--- config.mk ---
export PLATFORM = sky130hd
export DESIGN_NAME = seq_pattern_monitor
export DESIGN_NICKNAME = d
export VERILOG_FILES = /design/src/rtl/seq_pattern_monitor.sv
export SDC_FILE = /design/constraint.sdc
export NUM_CORES = 1
export LEC_CHECK = 0
export ABC_AREA = 1
export CELL_PAD_IN_SITES_DETAIL_PLACEMENT = 1
export CELL_PAD_IN_SITES_GLOBAL_PLACEMENT = 1
export CORE_ASPECT_RATIO = 0.75
export CORE_MARGIN = 1.5
export CORE_UTILIZATION = 37
export CTS_CLUSTER_SIZE = 28
export DETAILED_ROUTE_END_ITERATION = 16
export PLACE_DENSITY_LB_ADDON = 0.1
export SLEW_MARGIN = 30
export SYNTH_ARGS = -nofsm -noshare
export SYNTH_HDL_FRONTEND = slang
export SYNTH_SLANG_ARGS = --single-unit
export TNS_END_PERCENT = 5
--- constraint.sdc ---
create_clock -name clk -period 2.1 [get_ports clk]
set_input_delay 0.21 -clock clk [delete_from_list [all_inputs] [get_ports clk]]
set_output_delay 0.21 -clock clk [all_outputs]
set_load 0.02 [all_outputs]
--- src/rtl/seq_pattern_monitor.sv ---
// seq_pattern_monitor: serial pattern detector for a 1-bit upstream stream.
// Shifts qualified bits in MSB-first and compares them against PATTERN.
// It raises a one-cycle registered match pulse and keeps a saturating match counter.
// Build option SEQ_MON_OVERLAP_EN: when defined, detection is overlapping.
// When undefined (default), each match restarts the fill from zero.
module seq_pattern_monitor #(
  parameter int unsigned        PAT_LEN = 4,
  parameter logic [PAT_LEN-1:0] PATTERN = 4'b1011,
  parameter int unsigned        CNT_W   = 8
) (
  input  logic             clk,
  input  logic             res,
  input  logic             en,
  input  logic             din_valid,
  input  logic             din,
  input  logic             clr_cnt,
  output logic             match,
  output logic [CNT_W-1:0] match_cnt,
  output logic             cnt_sat,
  output logic             busy
);

  localparam int unsigned        FILL_W = $clog2(PAT_LEN + 1);
  localparam logic [FILL_W-1:0]  FULL   = FILL_W'(PAT_LEN);

  typedef enum logic [1:0] {
    IDLE,
    FILL,
    HUNT
  } state_t;

  state_t             state, state_n;
  logic [PAT_LEN-1:0] shreg, shreg_n;
  logic [PAT_LEN-1:0] shifted;
  logic [FILL_W-1:0]  fill, fill_n;
  logic [FILL_W-1:0]  fill_inc;
  logic               accept;
  logic               hit;
  logic               match_n;
  logic [CNT_W-1:0]   cnt_n;
  logic               sat_n;

  // Next-state, shift register, fill count and compare for the accepting edge
  always_comb begin
    state_n  = state;
    shreg_n  = shreg;
    fill_n   = fill;
    match_n  = 1'b0;
    hit      = 1'b0;
    accept   = en && din_valid && (state != IDLE);
    shifted  = {shreg[PAT_LEN-2:0], din};
    // In HUNT the window is already full, so the fill count stays at PAT_LEN
    fill_inc = (state == HUNT) ? FULL : fill + 1'b1;

    if (!en) begin
      state_n = IDLE;
      shreg_n = '0;
      fill_n  = '0;
    end else begin
      case (state)
        IDLE: state_n = FILL;
        FILL, HUNT: begin
          if (accept) begin
            shreg_n = shifted;
            fill_n  = fill_inc;
            if (fill_inc == FULL) begin
              state_n = HUNT;
              hit     = (shifted == PATTERN);
            end
            if (hit) begin
              match_n = 1'b1;
`ifdef SEQ_MON_OVERLAP_EN
              state_n = HUNT;
`else
              state_n = FILL;
              shreg_n = '0;
              fill_n  = '0;
`endif
            end
          end
        end
        default: state_n = IDLE;
      endcase
    end
  end

  // Saturating counter: clear takes effect first, so a coincident match lands on a zeroed count
  always_comb begin
    cnt_n = clr_cnt ? '0 : match_cnt;
    sat_n = clr_cnt ? 1'b0 : cnt_sat;
    if (match_n && !sat_n) begin
      cnt_n = cnt_n + 1'b1;
      if (cnt_n == '1) begin
        sat_n = 1'b1;
      end
    end
  end

  // State and output registers; synchronous reset has priority over everything
  always_ff @(posedge clk) begin
    if (res) begin
      state     <= IDLE;
      shreg     <= '0;
      fill      <= '0;
      match     <= 1'b0;
      match_cnt <= '0;
      cnt_sat   <= 1'b0;
      busy      <= 1'b0;
    end else begin
      state     <= state_n;
      shreg     <= shreg_n;
      fill      <= fill_n;
      match     <= match_n;
      match_cnt <= cnt_n;
      cnt_sat   <= sat_n;
      busy      <= (state_n != IDLE);
    end
  end

endmodule

==> summary.md <==
| Metric | Value |
|---|---|
| Core ar. | 0.00268 mm2 |
| Final min period | 1.75 ns |
| R2r endpoint | match_cnt[6]$_SDFF_PP0_ |
| DRT Pass-1 Iters | 4 |
| Per-cell routed wire length | 12.6 um |
| Rows | 16 |
| P_leak | 0.583 nW |
| Critical path class | reg -> reg |
| RD Place Congestion | 0.845 |
| Top_reg_cell synth | dfxtp_1 |
| Worst Setup End Kind | flip-flop |
| Commonest non-fill, non-tap cells in the layout | nand2_1 (38), inv_1 (24), dfxtp_1 (19), nor2_1 (16), clkdlybuf4s50_1 (16) |
| CTS resizes | 0 |
| Switching share of total power | 0.225 |
| Ys Warns | 0 |
| CP top delay family | simple AND/OR/NAND/NOR gates |
| M1 WL | 1500 um |
| Post-DP Area | 0.00129 mm2 |
| Post-CTS Setup Bufs | 0 |
| Net Count, Synth | 169 |
| H-tree depth | 1 |
| IO Pins | 17 |
| Largest net degree at the start of global routing | 13 |
| Hold EP | fill[1]$_SDFFE_PP0P_ |
| Clock skew | 0.00709 ns |
| Post-DP HPWL | 2180 um |
| Worst flop-to-flop path startpoint | fill[0]$_SDFFE_PP0P_ |
| Synth async-reset ratio | 0 |
| Clock power frac | 0.389 |
| Pint | 511 uW |
| Critical-path cell list | ha_1 -> inv_1 -> nor2_1 -> nor2_2 -> nand3_2 -> nor2_4 -> nand2_4 -> clkinv_4 -> nor2_1 -> o21a_1 |
| Worst-margin pin slew | 0.359 ns |
| Synthesized area per cell | 6.86 um2 |
| Comb power frac | 0.059 |
| Antenna Diode Count | 0 |
| Top Metal Used | met3 |
| Setup violators final | 0 |
| Final Instance Area | 0.00133 mm2 |
| # fillers | 364 |
| Number of global-route vias before repair | 975 |
| Detailed Route WL | 2690 um |
| Tcrit/Tclk final | 0.831 |
| Synth-to-layout area growth | 23.7% |
| # clock sinks | 19 |
| Antenna violations before repair | 0 |
| WHS Path Cells | 2 |
| Routed Antenna Nets | 0 |
| Post-synth EDFFs | 0 |
| RSZ-0062 raised after global routing | false |
| Die width | 65.3 um |
| Max_slew headroom | 0.754 |
| Grt ovf | 0 |
| Status | complete, no violations |
| First-pass GRT wire length | 4550 um |
| Max stage delay on crit path | 0.33 ns |
| Max Cap Viol | 0 |
| Die area | 0.00325 mm2 |
| CTS buffer count | 3 |
| Hold-fix buffers, CTS | 0 |
| Commonest non-fill, non-tap cell in the layout | nand2_1 |
| CP Max Fanout | 10 |
| Cell area after synthesis | 0.00108 mm2 |
| CTS tree | yes |
| WP data required | 2.26 ns |
| Power per cell area | 496 mW/mm2 |
| HP Class | reg -> reg |
| Switching pwr | 149 uW |
| Starting density of the core | 0.402 |
| CP max-delay cell | dfxtp_1 |
| Crit path DAT | 1.91 ns |
| Worst r2r path cells | 10 |
| Share of layout cells above drive strength 1 | 0.0899 |
| Met2 routed WL | 1090 um |
| Max Freq | 573 MHz |
| Final hold vios | 0 |
| Slew Limit Fails | 0 |
| Final nets | 191 |
| Hold path start | fill[1]$_SDFFE_PP0P_ |
| PortBufs | 16 |
| Seq cells post-synth | 19 |
| Syn Inst Count | 157 |
| Synth unique cells | 20 |
| GRT Util Overall | 0.180 |
| DIE HEIGHT | 49.7 um |
| Clk_lat worst skew | 0.26 ns |
| CP bufs+invs | 2 |
| Clock transition at path regs | 0.08 ns |
| Seq/Total Area, Yosys | 0.353 |
| Vias/cell | 4.88 |
| CP Launch Type | flip-flop |
| TNS Setup | 0 ns |
| Met3 Wirelength | 93 um |
| Min Hold Slack | 0.480 ns |
| Longest Clk Path Bufs | 2 |
| Drt first-iter violations | 25 |
| Via count | 1045 |
| Root Buffer | clkbuf_8 |
| Worst reg-to-reg setup slack | 0.35 ns |
| Seq pwr share | 0.551 |
| Residual DRC | 0 |
| Crit path top cell by count | nor2_1 |
| Peak supply drop | 0.370 mV |
registers in the layout, indices dropped and copies added (netlist names):
register / count
fill: 3
match_cnt: 8
busy: 1
cnt_sat: 1
state: 2
match: 1
shreg: 3
kinds of logic (layout without fill, tap and decap cells):
family                     after synthesis  in the layout  share of synthesized area
AOI/OAI and AO/OA                       24             24                      0.121
adders and majority gates                6              6                     0.0697
buffers and inverters                   27             48                      0.106
DFF                                     19             19                      0.353
and+or+nand+nor                         81             81                      0.351
cell type report:
class / count / area [um2] / area share
repair buffers: 18 / 175 / 0.131
clock inverters: 1 / 5.00 / 0.00376
multi-input cells: 111 / 583 / 0.438
inverters: 26 / 103 / 0.0770
well taps: 36 / 45.0 / 0.0338
flip-flops and latches: 19 / 380 / 0.285
clock buffers: 3 / 41.3 / 0.0310
Yosys cell counts (all sizes together) (2+ instances only):
| library cell | instances | area, um2 |
|---|---|---|
| nand2 | 40 | 165 |
| inv | 25 | 93.8 |
| nor2 | 20 | 95.1 |
| dfxtp | 19 | 380 |
| nand3 | 16 | 90.1 |
| a21oi | 15 | 75.1 |
| ha | 6 | 75.1 |
| o21ai | 6 | 30.0 |
| nor3 | 3 | 15.0 |
| a2111oi | 2 | 17.5 |
| nand4 | 2 | 12.5 |
worst min-delay path, stage by stage, from the launching register on:
cell and delay [ns]:
dfxtp_1 0.32, nand2_1 0.06, a21oi_1 0.06
power by group through the flow:
| stage | Clock, mW | Sequential (mW) | Combinational, mW |
|---|---|---|---|
| after global routing | 0.284 | 0.364 | 0.0430 |
| after detailed placement | 0 | 0.372 | 0.0391 |
| final | 0.257 | 0.364 | 0.0392 |
| after floorplan | 0 | 0.373 | 0.0194 |
| after global placement | 0 | 0.372 | 0.0388 |
| after CTS | 0.270 | 0.364 | 0.0393 |
per-layer routing:
metal  vias up  GRT usage
li1        548          -
met1       482      0.271
met2        15      0.267
met3         0     0.0434
met4         0     0.0208
met5         -          0
metrics by stage:
step	total power, mW	util	setup slack (ns)	instances
global placement	0.411	0.479	0.223	210
detailed placement	0.412	0.479	0.105	210
floorplan	0.393	-	0.412	157
global route	0.692	0.497	0.100	214
CTS	0.673	0.497	0.356	214
finish	0.660	0.497	0.354	214
how the worst max path moves through the flow:
| stage | slack (ns) | endpoint | start | depth (start not counted) |
|---|---|---|---|---|
| final | 0.35 | match_cnt[6]$_SDFF_PP0_ | fill[0]$_SDFFE_PP0P_ | 10 |
| after global placement | 0.22 | cnt_sat$_SDFF_PP0_ | clr_cnt | 13 |
| after CTS | 0.36 | match_cnt[6]$_SDFF_PP0_ | fill[0]$_SDFFE_PP0P_ | 10 |
| after global routing | 0.10 | cnt_sat$_SDFF_PP0_ | clr_cnt | 13 |
| after floorplan | 0.41 | cnt_sat$_SDFF_PP0_ | match_cnt[1]$_SDFF_PP0_ | 11 |
| after detailed placement | 0.10 | cnt_sat$_SDFF_PP0_ | clr_cnt | 13 |
Note: power is estimated with default switching activity, not from simulation.
